[src/rtl/fetch_align_buffer.sv]
// fetch_align_buffer
//   Converts an in-order stream of aligned 32-bit fetch words into one
//   instruction per decode handshake. Each instruction is either 16-bit
//   (compressed) or 32-bit, and a 32-bit instruction may straddle two fetch
//   words. The block tracks the next fetch address and the PC of the
//   instruction at the head, and a flush redirects both to a
//   halfword-aligned target.
//
// Ports
//   CLK, RST          clock, synchronous active-high reset
//   flush, flush_pc   redirect; discards all buffered halfwords
//   fetch_addr        word-aligned address of the next word to be accepted
//   word_valid/ready  fetch word handshake; word_data[15:0] is the lower address
//   word_fault        access fault attached to the fetch word
//   instr_valid/ready instruction handshake toward decode
//   instr             instruction; a compressed one is zero-extended
//   instr_pc          PC of instr
//   instr_compressed  instr is 16-bit
//   instr_fault       instr comes from a faulted word
module fetch_align_buffer #(
  parameter int unsigned HBUF_DEPTH = 4,
  parameter logic [31:0] RESET_PC   = 32'h0000_0200
) (
  input  logic        CLK,
  input  logic        RST,
  input  logic        flush,
  input  logic [31:0] flush_pc,
  output logic [31:0] fetch_addr,
  input  logic        word_valid,
  output logic        word_ready,
  input  logic [31:0] word_data,
  input  logic        word_fault,
  output logic        instr_valid,
  input  logic        instr_ready,
  output logic [31:0] instr,
  output logic [31:0] instr_pc,
  output logic        instr_compressed,
  output logic        instr_fault
);

  localparam int unsigned PTR_W = $clog2(HBUF_DEPTH);
  localparam logic [PTR_W:0] PUSH_LIMIT = (PTR_W+1)'(HBUF_DEPTH - 2);
  localparam logic [PTR_W:0] CNT_ONE    = (PTR_W+1)'(1);
  localparam logic [PTR_W:0] CNT_TWO    = (PTR_W+1)'(2);

  logic [15:0]      hbuf_data  [HBUF_DEPTH];
  logic             hbuf_fault [HBUF_DEPTH];

  logic [PTR_W-1:0] head_q, tail_q;
  logic [PTR_W-1:0] head_p1, tail_p1;
  logic [PTR_W:0]   count_q;
  logic [31:0]      head_pc_q;
  logic [31:0]      fetch_addr_q;
  logic             skip_lo_q;

  logic             push, pop, pop_two;
  logic [PTR_W:0]   push_n, pop_n;
  logic [15:0]      hw0, hw1;
  logic             hw0_fault, hw1_fault;

  // Only the bits that form a halfword address are used from the target.
  logic             unused_flush_pc0;
  assign unused_flush_pc0 = flush_pc[0];

  always_comb begin
    head_p1   = head_q + PTR_W'(1);
    tail_p1   = tail_q + PTR_W'(1);
    hw0       = hbuf_data[head_q];
    hw1       = hbuf_data[head_p1];
    hw0_fault = hbuf_fault[head_q];
    hw1_fault = hbuf_fault[head_p1];
  end

  // Push side: judged on registered occupancy only, so a word is never
  // accepted on the strength of a pop happening in the same cycle.
  always_comb begin
    word_ready = !flush && (count_q <= PUSH_LIMIT);
    push       = word_valid && word_ready;
    push_n     = '0;
    if (push) push_n = skip_lo_q ? CNT_ONE : CNT_TWO;
  end

  // Head decode. A faulted head halfword is issued alone so the fault is
  // reported at the exact PC, regardless of what its low bits look like.
  always_comb begin
    instr_valid      = 1'b0;
    instr            = '0;
    instr_compressed = 1'b0;
    instr_fault      = 1'b0;
    pop_two          = 1'b0;
    if (!flush) begin
      if (hw0_fault) begin
        instr_valid = (count_q != '0);
        instr_fault = instr_valid;
      end else if (hw0[1:0] != 2'b11) begin
        instr_valid      = (count_q != '0);
        instr_compressed = instr_valid;
        if (instr_valid) instr = {16'h0000, hw0};
      end else begin
        instr_valid = (count_q >= CNT_TWO);
        pop_two     = 1'b1;
        if (instr_valid) begin
          instr       = {hw1, hw0};
          instr_fault = hw1_fault;
        end
      end
    end
    pop   = instr_valid && instr_ready;
    pop_n = '0;
    if (pop) pop_n = pop_two ? CNT_TWO : CNT_ONE;
  end

  assign fetch_addr = fetch_addr_q;
  assign instr_pc   = head_pc_q;

  always_ff @(posedge CLK) begin
    if (RST) begin
      count_q      <= '0;
      head_q       <= '0;
      tail_q       <= '0;
      head_pc_q    <= RESET_PC;
      fetch_addr_q <= {RESET_PC[31:2], 2'b00};
      skip_lo_q    <= RESET_PC[1];
    end else if (flush) begin
      count_q      <= '0;
      head_q       <= '0;
      tail_q       <= '0;
      head_pc_q    <= {flush_pc[31:1], 1'b0};
      fetch_addr_q <= {flush_pc[31:2], 2'b00};
      skip_lo_q    <= flush_pc[1];
    end else begin
      count_q <= count_q + push_n - pop_n;
      if (pop) begin
        head_q    <= pop_two ? (head_q + PTR_W'(2)) : head_p1;
        head_pc_q <= head_pc_q + (pop_two ? 32'd4 : 32'd2);
      end
      if (push) begin
        tail_q       <= skip_lo_q ? tail_p1 : (tail_q + PTR_W'(2));
        skip_lo_q    <= 1'b0;
        fetch_addr_q <= fetch_addr_q + 32'd4;
      end
    end
  end

  // Storage needs no reset: entries beyond count are never observed.
  // After a redirect into the upper half of a word only that half is kept.
  always_ff @(posedge CLK) begin
    if (push && !RST) begin
      if (skip_lo_q) begin
        hbuf_data[tail_q]  <= word_data[31:16];
        hbuf_fault[tail_q] <= word_fault;
      end else begin
        hbuf_data[tail_q]   <= word_data[15:0];
        hbuf_fault[tail_q]  <= word_fault;
        hbuf_data[tail_p1]  <= word_data[31:16];
        hbuf_fault[tail_p1] <= word_fault;
      end
    end
  end

endmodule
[config.mk]
export PLATFORM = sky130hd
export DESIGN_NAME = fetch_align_buffer
export DESIGN_NICKNAME = d
export VERILOG_FILES = /design/src/rtl/fetch_align_buffer.sv
export SDC_FILE = /design/constraint.sdc
export NUM_CORES = 1
export LEC_CHECK = 0
export BUFFER_PORTS_ARGS = -buffer_cell sky130_fd_sc_hd__buf_2
export CORE_ASPECT_RATIO = 1.25
export CORE_UTILIZATION = 60
export CTS_CLUSTER_DIAMETER = 30
export DETAILED_ROUTE_END_ITERATION = 12
export PLACE_DENSITY_LB_ADDON = 0.08
export SLEW_MARGIN = 25
export SYNTH_ARGS = -nofsm -noshare
export SYNTH_HDL_FRONTEND = slang
export SYNTH_SLANG_ARGS = --single-unit
export TNS_END_PERCENT = 30
[constraint.sdc]
create_clock -name CLK -period 8 [get_ports CLK]
set_input_delay 0 -clock CLK [delete_from_list [all_inputs] [get_ports CLK]]
set_output_delay 0 -clock CLK [all_outputs]
set_load 0.02 [all_outputs]
# Yosys cells after proc, flatten, opt, wreduce, memory -nomap -nowiden
# Memory sizes are Yosys's and may differ from the RTL's. A register that Yosys moved wholly into a read port is not among the register bits.
# Cells that the tools add are included.
dict set report totals {
  register_bits 72
  input_bits 70
  elab_cells 76
  mem_bits_rw 68
  n_memories 2
}
dict set report classes {
  magnitude_cmp 2
  n_reduce_logical 10
  n_mux 43
  bitwise_logic 2
  addsub 8
  eq_ne 1
}
# memory words width read_ports rd_ports_with_merged_regs write_ports line
set mem_list {}
lappend mem_list {hbuf_data 4 16 2 1 2 46} ;# logic [15:0] hbuf_data [HBUF_DEPTH];
lappend mem_list {hbuf_fault 4 1 2 1 2 47} ;# logic hbuf_fault [HBUF_DEPTH];
# operator n
set op_table {}
lappend op_table {{$mux W32} 8}
lappend op_table {{$add A32 B3 Y32} 1}
lappend op_table {{$add A32 B3 Y32 const B} 1}
lappend op_table {{$mux W16} 2}
lappend op_table {{$mux W1} 22}
lappend op_table {{$mux W2} 10}
lappend op_table {{$add A2 B1 Y2 const B} 2}
lappend op_table {{$add A2 B2 Y2 const B} 2}
lappend op_table {{$logic_and A1 B1 Y1} 4}
lappend op_table {{$reduce_bool A2 Y1} 2}
lappend op_table {{$add A3 B3 Y3} 1}
lappend op_table {{$ge A3 B2 Y1 const B} 1}
lappend op_table {{$le A3 B2 Y1 const B} 1}
lappend op_table {{$mux W3} 1}
lappend op_table {{$reduce_bool A3 Y1} 1}
lappend op_table {{$sub A3 B3 Y3} 1}
lappend op_table {{$logic_not A1 Y1} 2}
lappend op_table {{$ne A2 B2 Y1 const B} 1}
lappend op_table {{$or A1 B1 Y1} 2}
lappend op_table {{$reduce_or A2 Y1} 1}

# Depth between registers and ports, before layout
dict set report logic_depth {
  word_depth 8
  ltp_mapped 13
  ltp_nobuf 12
}

# Least setup slack after synthesis
# OpenSTA, ideal clock, no wires.
dict set report synth_timing {
  kind {register -> register}
  start {register with a tool-made name}
  end {register count_q[2]}
  arrival_ns 3.166
  t_required_ns 7.878
  period_less_slack_ns 3.288
  path_slack_ns 4.712
  stages_incl_launch_ff 14
  setup_time_ns 0.122
  n_path_buf 3
  cell_sequence {dfxtp_1 -> buf_2 -> mux4_2 -> and4b_1 -> clkbuf_1 -> buf_1 -> nor4_1 -> ha_1 -> inv_1 -> ha_1 -> fa_1 -> xnor2_1 -> xnor2_1 -> nor2_1}
}
# item line
set synth_lines {}
lappend synth_lines {{to (signal assigned)} 132} ;# count_q <= count_q + push_n - pop_n;
lappend synth_lines {{to (decl)} 51} ;# logic [PTR_W:0] count_q;

==> impl_metrics.env <==
export IMPL_dr_pass1_iters=5
export IMPL_min_path_type="input port to register"
export IMPL_hold_viol=0
export IMPL_seq_power_share=0.419
export IMPL_hold_buffers=78
export IMPL_reg2regPathDepth=10
export IMPL_status="completed"
export IMPL_max_freq_mhz=224.9
export IMPL_cts_sinks=139
export IMPL_p_leak_uw=0.003918
export IMPL_crit_family="simple AND/OR/NAND/NOR gates"
export IMPL_fillers=832
export IMPL_syn_inst=732
export IMPL_cp_depth=10
export IMPL_drv_slew=0
export IMPL_setup_viol=0
export IMPL_min_period_over_period=0.5559
export IMPL_setup_tns_ns=0
export IMPL_port_buffers=165
export IMPL_path_cells="mux4_2 -> nor2_1 -> nand3_1 -> inv_1 -> fa_1 -> nand4_1 -> or4_1 -> nor4_1 -> a211o_1 -> a31oi_1"
export IMPL_path_buf_inv=1
export IMPL_numCtsBuffers=17
export IMPL_rsz0062_at_grt="false"
export IMPL_antennaDiodeCount=0
export IMPL_finalClockSkew_ns=0.004904
export IMPL_syn2layout_area_growth_pct=29.96
export IMPL_tightest_slew_ns=1.026
export IMPL_globalplace_congestion=0.9546
export IMPL_critical_path_class="register to register"
export IMPL_synth_cell_types=58
export IMPL_syn_area_per_cell_um2=10.86
export IMPL_insertion_delay_ns=0.43
export IMPL_synthFlopType="dfxtp_1"
export IMPL_grt_use_total=0.3626
export IMPL_grt_overflow=0
export IMPL_worstSetupEndpointType="register"
export IMPL_drive_gt1_frac=0.3214
export IMPL_p_per_area_mw_per_mm2=188.2
export IMPL_p_switching_uw=491.6
export IMPL_antenna_found_initial=0
export IMPL_post_cts_resized=0
export IMPL_htree_levels=4
export IMPL_critPathArrivalTime_ns=4.73
export IMPL_grt_pass1_vias=7407
export IMPL_cts_root_buf="clkbuf_16"
export IMPL_rows=46
export IMPL_ir_drop_mv=0.2057
export IMPL_period_needed_ns=4.447
export IMPL_async_flop_share=0
export IMPL_cts_tree="yes"
export IMPL_fin_nets=1050
export IMPL_netlist_area_mm2=0.007948
export IMPL_dr_total_vias=7305
export IMPL_dp_hpwl_um=15300
export IMPL_fin_util=0.8084
export IMPL_cts_buffer_depth=2
export IMPL_sw_frac_of_total=0.2529
export IMPL_postCtsSetupBuffers=0
export IMPL_grt_max_degree=60
export IMPL_vias_per_cell=6.363
export IMPL_slew_headroom=0.3149
export IMPL_io_pins=170
export IMPL_drt_initial_drc_count=531
export IMPL_synth_edff_count=68
export IMPL_fp_dieH_um=130.7
export IMPL_clk_pin_slew_ns=0.06
export IMPL_coreArea_mm2=0.01278
export IMPL_critPathMaxFanout=17
export IMPL_die_area_mm2=0.01371
export IMPL_fp_dieW_um=104.9
export IMPL_holdPathStages=4
export IMPL_synth_warnings=0
export IMPL_initial_utilization=0.6220
export IMPL_drt_wl_total_um=24560
export IMPL_max_stage_delay_ns=1.00
export IMPL_antenna_left=0
export IMPL_internal_power_uw=1453
export IMPL_ys_seq_area_frac=0.4358
export IMPL_wire_per_inst_um=21.39
export IMPL_comb_power_share=0.142
export IMPL_route_detailed_drc=0
export IMPL_required_ns=8.28
export IMPL_ys_seq_elements=139
export IMPL_grt_pass1_wl_um=37780
export IMPL_start_kind="register"
export IMPL_drv_cap=0
export IMPL_slowest_stage="dfxtp_1"
export IMPL_clockPowerShare=0.440
path summary, 6_finish.rpt:
kind,from,to,slack (ns)
max reg2reg,register,instr_pc[23]$_SDFFE_PP0P_,3.55
min reg2reg,instr_pc[31]$_SDFFE_PP0P_,instr_pc[31]$_SDFFE_PP0P_,0.52
max,register,instr_pc[23]$_SDFFE_PP0P_,3.55
min,flush_pc[4],fetch_addr[4]$_SDFFE_PP0P_,0.02
flip-flops by register name, summed over array words and instances, names as in the netlist, named ones only:
register	count
skip_lo_q	1
instr_pc	31
fetch_addr	30
count_q	3
tail_q	2
head_q	2
hbuf_fault	4
hbuf_data	64
cell usage after synthesis, drive strengths merged, types with 6 or more instances:
cell type / instances / area, um2
o21ai: 11 / 55.05
and4: 6 / 52.55
a21boi: 18 / 135.1
a31oi: 21 / 131.4
buf: 14 / 78.82
nor2b: 30 / 187.7
a211oi: 10 / 80.07
o21bai: 7 / 52.55
nand2: 45 / 168.9
ha: 10 / 125.1
inv: 26 / 97.59
dfxtp: 71 / 1421
and3: 9 / 56.30
mux4: 34 / 765.7
mux2: 66 / 743.2
edfxtp: 68 / 2042
nand3: 25 / 125.1
xor2: 6 / 52.55
clkbuf: 31 / 116.4
nor3: 14 / 70.07
nor2: 39 / 146.4
nand4: 22 / 137.6
xnor2: 24 / 210.2
nor4: 15 / 93.84
or3: 12 / 75.07
a21oi: 31 / 155.2
or4: 9 / 67.56
kinds of logic (layout without fill, tap and decap cells):
family,Yosys count,in the layout,synth area share
AO/OA/AOI/OAI,129,129,0.1086
XOR/XNOR,30,30,0.03306
adder cells (fa/ha/maj),13,13,0.02330
buffers and inverters,71,317,0.03684
flip-flops,139,139,0.4358
multiplexers,105,105,0.1962
other,1,3,0.0004718
AND/OR/NAND/NOR,244,244,0.1658
per-layer routing:
layer,vias up,global-route usage,share of wire
met2,448,0.6786,0.53
li1,3264,-,-
met3,79,0.08135,0.082
met5,-,0,0
met1,3514,0.3855,0.35
met4,0,0.1864,0.038
cells in the final DEF, fill, tap and decap left out, types with 6 or more instances in the layout:
master	netlist	layout
a211oi_1	9	9
a21boi_0	17	17
a21oi_1	31	31
a31oi_1	21	21
and3_1	9	9
and4_1	6	6
buf_2	6	165
buf_4	3	16
clkbuf_16	0	17
dfxtp_1	71	70
dlygate4sd3_1	0	78
edfxtp_1	68	68
ha_1	10	10
inv_1	26	26
mux2_2	66	66
mux4_2	34	34
nand2_1	45	45
nand3_1	25	25
nand4_1	22	22
nor2_1	39	39
nor2b_1	30	30
nor3_1	14	14
nor4_1	15	15
o21ai_0	11	10
o21bai_1	7	7
or3_1	12	12
or4_1	9	9
xnor2_1	24	24
xor2_1	6	6
metrics by stage:
| stage | area (um2) | setup WS [ns] | cells | hold WS (ns) | total power (uW) |
|---|---|---|---|---|---|
| floorplan | 7955 | 4.712 | 734 | 0.06064 | 972.1 |
| global placement | 8916 | 3.765 | 1038 | 0.2344 | 1051 |
| detailed placement | 8916 | 3.694 | 1038 | 0.2422 | 1061 |
| CTS | 10330 | 3.631 | 1148 | 0.007424 | 1934 |
| global route | 10330 | 3.353 | 1148 | 0.01558 | 1996 |
| finish | 10330 | 3.553 | 1148 | 0.01819 | 1944 |
final cells by class:
| cell class | instances | area [um2] | area share |
|---|---|---|---|
| Clock inverter | 14 | 201.4 | 0.01950 |
| Multi-Input combinational cell | 524 | 4199 | 0.4065 |
| Sequential cell | 139 | 3465 | 0.3354 |
| Timing Repair Buffer | 259 | 1727 | 0.1672 |
| Inverter | 26 | 97.59 | 0.009449 |
| Tap cell | 168 | 210.2 | 0.02035 |
| Clock buffer | 18 | 429.2 | 0.04155 |
power by group through the flow:
stage | Combinational, uW | Sequential, uW | Clock (uW)
finish | 276 | 814 | 855
CTS | 268 | 812 | 854
global placement | 227 | 824 | 0
detailed placement | 234 | 827 | 0
floorplan | 130 | 842 | 0
global route | 294 | 818 | 885
worst register-to-register path, delay by kind of cell (launching register included):
kind | cells | cell delay (ns)
compound gates | 2 | 0.34
fa+ha+maj | 1 | 0.28
buf+inv | 1 | 0.20
flops | 1 | 1.00
mux | 1 | 0.67
simple gates | 5 | 1.80
(Power assumes the default switching activity.)
